`config.mk`:
```
export PLATFORM = sky130hd
export DESIGN_NAME = pwm_ramp_sequencer
export DESIGN_NICKNAME = d
export VERILOG_FILES = /design/src/rtl/pwm_ramp_sequencer_pkg.sv /design/src/rtl/pwm_period_tick.sv /design/src/rtl/pwm_ramp_sequencer.sv
export SDC_FILE = /design/constraint.sdc
export NUM_CORES = 1
export LEC_CHECK = 0
export BUFFER_PORTS_ARGS = -buffer_cell sky130_fd_sc_hd__clkbuf_2
export CORE_AREA = 2 2 65 114
export CTS_BUF_LIST = sky130_fd_sc_hd__clkbuf_16
export CTS_CLUSTER_SIZE = 14
export DETAILED_ROUTE_END_ITERATION = 8
export DIE_AREA = 0 0 67 116
export GPL_TIMING_DRIVEN = 0
export PLACE_DENSITY = 0.7
export SETUP_SLACK_MARGIN = 0.02
export SLEW_MARGIN = 5
export SYNTH_ARGS = -nofsm -noshare
export SYNTH_HDL_FRONTEND = slang
export SYNTH_SLANG_ARGS = --single-unit
```
`constraint.sdc`:
```
create_clock -name clk -period 5.7 [get_ports clk]
set_clock_uncertainty 0.15 [all_clocks]
set_input_delay 0 -clock clk [delete_from_list [all_inputs] [get_ports clk]]
set_output_delay 0 -clock clk [all_outputs]
set_load 0.005 [all_outputs]
```
`src/rtl/pwm_ramp_sequencer_pkg.sv`:
```
// ---------------------------------------------------------------------------------------------
// pwm_ramp_sequencer_pkg
//   Shared definitions for the PWM ramp sequencer, the PWM counter and the duty comparator:
//   default counter/duty width and terminal count, ramp input widths and the sequencer state
//   encoding.
// ---------------------------------------------------------------------------------------------
package pwm_ramp_sequencer_pkg;

    localparam int unsigned CNT_W_DEF   = 10;
    localparam int unsigned CNT_MAX_DEF = (1 << CNT_W_DEF) - 1;
    localparam int unsigned STEP_W_DEF  = 4;
    localparam int unsigned DWELL_W_DEF = 8;

    typedef enum logic [1:0] {
        StOff  = 2'd0,
        StHold = 2'd1,
        StRamp = 2'd2
    } state_t;

endpackage

```
`src/rtl/pwm_period_tick.sv`:
```
// ---------------------------------------------------------------------------------------------
// pwm_period_tick
//   Detects PWM period boundaries (enabled counter at terminal count) and counts dwell periods
//   between duty steps. Emits a one-cycle step tick on the boundary where the dwell count has
//   run out.
//
// Ports
//   clk          system clock
//   rst          synchronous active-high reset
//   cntr_i       PWM counter value
//   cntr_en_i    counter enable as driven by the sequencer
//   active_i     ramp in progress; dwell counting only happens while set
//   load_i       restart dwell counting (request accepted this cycle)
//   dwell_i      periods per step, already forced non-zero by the caller
//   step_tick_o  one-cycle pulse: take a duty step on this boundary edge
// ---------------------------------------------------------------------------------------------
module pwm_period_tick
    import pwm_ramp_sequencer_pkg::*;
#(
    parameter int unsigned CNT_W   = CNT_W_DEF,
    parameter int unsigned CNT_MAX = CNT_MAX_DEF,
    parameter int unsigned DWELL_W = DWELL_W_DEF
) (
    input  logic               clk,
    input  logic               rst,
    input  logic [CNT_W-1:0]   cntr_i,
    input  logic               cntr_en_i,
    input  logic               active_i,
    input  logic               load_i,
    input  logic [DWELL_W-1:0] dwell_i,
    output logic               step_tick_o
);

    logic               w_boundary;
    logic               w_dwell_zero;
    logic [DWELL_W-1:0] r_dwell_cnt;

    // A stopped counter parks at CNT_MAX; the enable qualifier keeps that from looking like a wrap.
    assign w_boundary   = cntr_en_i && (cntr_i == CNT_W'(CNT_MAX));
    assign w_dwell_zero = (r_dwell_cnt == '0);

    // Load beats a coincident boundary so dwell counting starts only after acceptance.
    assign step_tick_o = active_i && !load_i && w_boundary && w_dwell_zero;

    always_ff @(posedge clk) begin
        if (rst) begin
            r_dwell_cnt <= '0;
        end else if (load_i) begin
            r_dwell_cnt <= dwell_i - DWELL_W'(1);
        end else if (active_i && w_boundary) begin
            r_dwell_cnt <= w_dwell_zero ? dwell_i - DWELL_W'(1) : r_dwell_cnt - DWELL_W'(1);
        end
    end

endmodule

```
`src/rtl/pwm_ramp_sequencer.sv`:
```
// ---------------------------------------------------------------------------------------------
// pwm_ramp_sequencer
//   Controls the free-running PWM counter enable and the duty value fed to the comparator.
//   Target-duty requests arrive over valid/ready; duty ramps toward the target by a step every
//   'dwell' PWM periods. Duty only changes on the period-boundary edge, so every period sees
//   one consistent duty value.
//
// Optional build macro
//   PWM_RAMP_DONE_IRQ_EN  adds done_o, a one-cycle pulse on the cycle after a ramp completes.
//
// Ports
//   clk          system clock
//   rst          synchronous active-high reset
//   en_i         global PWM enable
//   cntr_i       PWM counter value
//   tgt_duty_i   requested target duty
//   tgt_step_i   duty increment per step (0 behaves as 1)
//   tgt_dwell_i  PWM periods per step (0 behaves as 1)
//   tgt_valid_i  request valid
//   tgt_ready_o  request ready (accepted when valid && ready on a clk edge)
//   cntr_en_o    PWM counter enable
//   duty_o       duty to the comparator
//   busy_o       ramp in progress
//   done_o       ramp-complete pulse (PWM_RAMP_DONE_IRQ_EN builds only)
// ---------------------------------------------------------------------------------------------
module pwm_ramp_sequencer
    import pwm_ramp_sequencer_pkg::*;
#(
    parameter int unsigned CNT_W   = CNT_W_DEF,
    parameter int unsigned CNT_MAX = CNT_MAX_DEF,
    parameter int unsigned STEP_W  = STEP_W_DEF,
    parameter int unsigned DWELL_W = DWELL_W_DEF
) (
    input  logic               clk,
    input  logic               rst,
    input  logic               en_i,
    input  logic [CNT_W-1:0]   cntr_i,
    input  logic [CNT_W-1:0]   tgt_duty_i,
    input  logic [STEP_W-1:0]  tgt_step_i,
    input  logic [DWELL_W-1:0] tgt_dwell_i,
    input  logic               tgt_valid_i,
    output logic               tgt_ready_o,
    output logic               cntr_en_o,
    output logic [CNT_W-1:0]   duty_o,
    output logic               busy_o
`ifdef PWM_RAMP_DONE_IRQ_EN
    ,
    output logic               done_o
`endif
);

    state_t               r_state;
    state_t               w_state_next;

    logic [CNT_W-1:0]     r_duty;
    logic [CNT_W-1:0]     r_target;
    logic [STEP_W-1:0]    r_step;
    logic [DWELL_W-1:0]   r_dwell;

    logic                 w_handshake;
    logic [STEP_W-1:0]    w_step_eff;
    logic [DWELL_W-1:0]   w_dwell_eff;
    logic [DWELL_W-1:0]   w_dwell_sel;
    logic                 w_ramp_active;
    logic                 w_step_tick;
    logic signed [CNT_W:0] w_diff;
    logic [CNT_W:0]       w_abs_diff;
    logic                 w_last_step;
    logic                 w_ramp_done;

    assign w_handshake   = tgt_valid_i && tgt_ready_o;
    assign w_step_eff    = (tgt_step_i == '0) ? STEP_W'(1) : tgt_step_i;
    assign w_dwell_eff   = (tgt_dwell_i == '0) ? DWELL_W'(1) : tgt_dwell_i;
    assign w_dwell_sel   = w_handshake ? w_dwell_eff : r_dwell;
    assign w_ramp_active = (r_state == StRamp);

    // One extra bit keeps the signed distance exact across the whole duty range.
    assign w_diff      = $signed({1'b0, r_target}) - $signed({1'b0, r_duty});
    assign w_abs_diff  = w_diff[CNT_W] ? $unsigned(-w_diff) : $unsigned(w_diff);
    assign w_last_step = (w_abs_diff <= (CNT_W+1)'(r_step));
    assign w_ramp_done = w_ramp_active && w_step_tick && w_last_step;

    pwm_period_tick #(
        .CNT_W   (CNT_W),
        .CNT_MAX (CNT_MAX),
        .DWELL_W (DWELL_W)
    ) u_period_tick (
        .clk         (clk),
        .rst         (rst),
        .cntr_i      (cntr_i),
        .cntr_en_i   (cntr_en_o),
        .active_i    (w_ramp_active),
        .load_i      (w_handshake),
        .dwell_i     (w_dwell_sel),
        .step_tick_o (w_step_tick)
    );

    // State register.
    always_ff @(posedge clk) begin
        if (rst) begin
            r_state <= StOff;
        end else begin
            r_state <= w_state_next;
        end
    end

    // Next-state logic.
    always_comb begin
        w_state_next = r_state;
        unique case (r_state)
            StOff: begin
                if (en_i) w_state_next = StHold;
            end
            StHold: begin
                if (!en_i)            w_state_next = StOff;
                else if (w_handshake) w_state_next = StRamp;
            end
            StRamp: begin
                if (!en_i)            w_state_next = StOff;
                else if (w_ramp_done) w_state_next = StHold;
            end
            default: w_state_next = StOff;
        endcase
    end

    // Request latch and duty update.
    always_ff @(posedge clk) begin
        if (rst) begin
            r_target <= '0;
            r_step   <= '0;
            r_dwell  <= '0;
            r_duty   <= '0;
        end else begin
            if (w_handshake) begin
                r_target <= tgt_duty_i;
                r_step   <= w_step_eff;
                r_dwell  <= w_dwell_eff;
            end
            if (!en_i) begin
                r_duty <= '0;
            end else if (w_ramp_active && w_step_tick) begin
                // Final step snaps to target, so no overshoot and no wrap at either end.
                if (w_last_step)         r_duty <= r_target;
                else if (w_diff[CNT_W])  r_duty <= r_duty - CNT_W'(r_step);
                else                     r_duty <= r_duty + CNT_W'(r_step);
            end
        end
    end

`ifdef PWM_RAMP_DONE_IRQ_EN
    logic r_done;

    always_ff @(posedge clk) begin
        if (rst) begin
            r_done <= 1'b0;
        end else begin
            r_done <= w_ramp_done && en_i;
        end
    end
`endif

    // Outputs.
    always_comb begin
        cntr_en_o   = (r_state != StOff);
        tgt_ready_o = (r_state == StHold) && en_i;
        busy_o      = (r_state == StRamp);
        duty_o      = r_duty;
`ifdef PWM_RAMP_DONE_IRQ_EN
        // Pulse is dropped if enable falls or reset arrives during the pulse cycle.
        done_o      = r_done && en_i && !rst;
`endif
    end

endmodule

```
==> flow_metrics.tcl <==
set metrics [dict create \
    synth_ff_type "dfxtp_1" \
    grt_max_degree 14 \
    maxCapViolations 0 \
    min_period_ns 4.732 \
    cts_buffers 5 \
    layout-drive-gt1-share_pct 15.37 \
    ant_nets 0 \
    syn-num-nets 488 \
    worstSetupStartpointType "flop" \
    tns_ns 0 \
    cellPowerDensity_nw_per_um2 206.6 \
    stdcell_count 585 \
    ctsResizeCount 0 \
    finalWirelength_um 9206 \
    boundaryPins 49 \
    cp_slowest_stage_delay_ns 0.62 \
    syn_to_final_growth_pct 21.70 \
    internal_power_uw 576.0 \
    synthCells 421 \
    gr-total-overflow 0 \
    rsz0062_at_grt "no" \
    worstPathArrival_ns 4.76 \
    h-tree-depth 2 \
    worst_pin_slew_ns 0.7223 \
    yosysTopAreaCell "dfxtp_1" \
    power_frac_clock_pct 33.3 \
    period_share_pct 83.01 \
    vias 3321 \
    dieWidth_um 67 \
    die_h_um 116 \
    post_cts_buffers 0 \
    grt_pass1_vias 3356 \
    seq_area_frac_synth_pct 25.10 \
    pwr-share-comb_pct 30.5 \
    path_class "reg -> reg" \
    cts_tree "done" \
    drv_slew 0 \
    dp.cells 553 \
    synthArstFlopShare_pct 0 \
    antenna_found_initial 0 \
    utilization_pct 59.89 \
    wl_per_cell_um 15.74 \
    yosysUniqueCellTypes 67 \
    synth_edf_count 0 \
    drt_iter0_markers 123 \
    cp.buffers_inverters 2 \
    clock.fmax_mhz 211.3 \
    synth_top_cell_area_share_pct 25.10 \
    setup.worst_path.end_class "flop" \
    crit_path_start "duty_o[1]" \
    setup_violations 0 \
    grt_usage_pct 25.09 \
    cts_num_sinks 42 \
    yosys-top-cells-area "dfxtp_1 (25%), ha_1 (11%), nand2_1 (6.1%)" \
    path_depth 17 \
    p_sw_uw 266.0 \
    viasPerCell 5.677 \
    cp_cell_sequence "inv_1, fa_1, a21o_2, a211oi_1, o31ai_1, a31oi_2, o21ai_0, ha_1, nor2b_1, o21ai_0, nand2b_1, a21oi_1, a41oi_1, a2111oi_4, buf_6, mux2i_1, a21oi_1" \
    ff2ff_setup_slack_ns 0.97 \
    yosysWarnings 0 \
    worst-path-max-fanout 10 \
    hpwl_um 7213 \
    setup_ws_ns 0.9683 \
    critPathTopFamily "compound AO/OA/AOI/OAI gates" \
    cts_root_buf "clkbuf_16" \
    power_leakage_nw 1.707 \
    min_to "duty_o[0]" \
    clockBufferDepth 2 \
    drtPass1Iterations 5 \
    antenna_cells 0 \
    rr_startpoint "duty_o[1]" \
    ir_drop_mv 0.2095 \
    p_sw_share_pct 31.59 \
    drcViolationCount 0 \
    hold_violations 0 \
    grt_pass1_wl_um 14890 \
    routabilityCongestion 0.9252 \
    ff2ff_path_depth 17 \
    r2r_end "duty_o[8]" \
    clk_pin_slew_worst_paths_ns 0.06 \
    io_buffers 48 \
    hp-class "in -> reg" \
    cts_hold_buf 24 \
    min_from "en_i" \
    fp-row-count 40 \
    ys_ff_latch 42 \
    place_ws_ns 1.018 \
    synthesis.area_um2 3349 \
    coreArea_um2 6807 \
    slowest_stage "a2111oi_4" \
    critPathRequiredTime_ns 5.72 \
    clkLatencyLatePin_ns 0.29 \
    synth.top_cells.by_count "nand2_1 (54), dfxtp_1 (42), a21oi_1 (38)" \
    die_area_um2 7772 \
    initial_core_util_pct 49.21 \
    p_seq_share_pct 36.2 \
    status "complete, no violations" \
    nets 567 \
    fin_hold_ws_ns 0.06037 \
    syn_avg_cell_area_um2 7.956 \
    whs_path_depth 3 \
    yosysMostFrequentCell "nand2_1" \
    slew_headroom_pct 51.50 \
]
==> worst reg2reg max path: cells and delay by family (launching register included) <==
family	cells	cell delay (ns)
AO/OA/AOI/OAI	10	2.48
adder cells (fa/ha/maj)	2	0.78
flip-flops	1	0.43
buffers and inverters	2	0.35
multiplexers	1	0.22
AND/OR/NAND/NOR	2	0.20
==> stage by stage <==
step / instance area, µm² / total power [mW]
2_1_floorplan: 3349 / 0.4918
3_3_place_gp: 3695 / 0.5473
3_5_place_dp: 3695 / 0.5522
4_1_cts: 4076 / 0.8428
5_1_grt: 4076 / 0.8801
6_report: 4076 / 0.8420
==> layout make-up <==
class / instances / area [µm²]
buffer: 16 / 103.9
clock buffer: 5 / 125.1
clock inverter: 3 / 16.27
fill: 637 / 2730
inverter: 30 / 112.6
multi-input combinational: 333 / 2292
sequential: 42 / 840.8
tap: 84 / 105.1
timing repair buffer: 72 / 480.5
==> worst max-delay path by stage <==
stage,to,slack [ns]
after global routing,duty_o[4],0.69
after detailed placement,duty_o[8],1.02
after global placement,duty_o[8],1.03
final,duty_o[8],0.97
after floorplan,duty_o[9],1.57
after CTS,duty_o[8],1.01
==> logic make-up (layout without fill, tap and decap cells) <==
logic type	after synthesis	count (layout)	share of synthesized area (%)
flip-flops	42	42	25.10
adder cells (fa/ha/maj)	31	31	12.03
AO/OA/AOI/OAI	118	118	24.66
XOR/XNOR	24	24	6.276
AND/OR/NAND/NOR	146	146	21.29
multiplexers	14	14	4.184
buffers and inverters	46	126	6.463
==> metal layers <==
layer | global-route usage, % | routed length [µm]
met2 | 49.44 | 5323
met4 | 13.74 | 330
met3 | 3.398 | 242
met1 | 23.54 | 3309
met5 | 0 | 0
==> state kept, by name, summed over array words and instances (netlist names) <==
name / flops
r_dwell: 8
duty_o: 10
u_period_tick.r_dwell_cnt: 8
r_step: 4
r_target: 10
r_state: 2
==> power groups by stage <==
| stage | registers [mW] | logic [mW] | clock network, mW |
|---|---|---|---|
| 4_1_cts | 0.305 | 0.254 | 0.284 |
| 2_1_floorplan | 0.310 | 0.182 | 0 |
| 5_1_grt | 0.305 | 0.281 | 0.294 |
| 3_3_place_gp | 0.311 | 0.236 | 0 |
| 6_report | 0.305 | 0.257 | 0.280 |
| 3_5_place_dp | 0.311 | 0.241 | 0 |
==> layout by cell type, fill, tap and decap left out, types with 5 or more instances in the layout <==
master,netlist,final
clkbuf_2,0,48
nand4_1,7,7
mux2i_1,14,14
nor3_1,12,12
ha_1,29,29
nor2_1,30,30
clkbuf_1,10,10
o21ai_0,22,22
dfxtp_1,42,42
dlygate4sd3_1,0,24
nand2b_1,5,5
nand3_1,9,9
nand2_1,54,54
a21o_2,5,5
a211oi_1,5,5
xor2_1,14,14
a21oi_1,38,38
clkbuf_16,0,5
xnor2_1,10,10
a21o_1,6,6
inv_1,30,30
(Power assumes the default switching activity.)
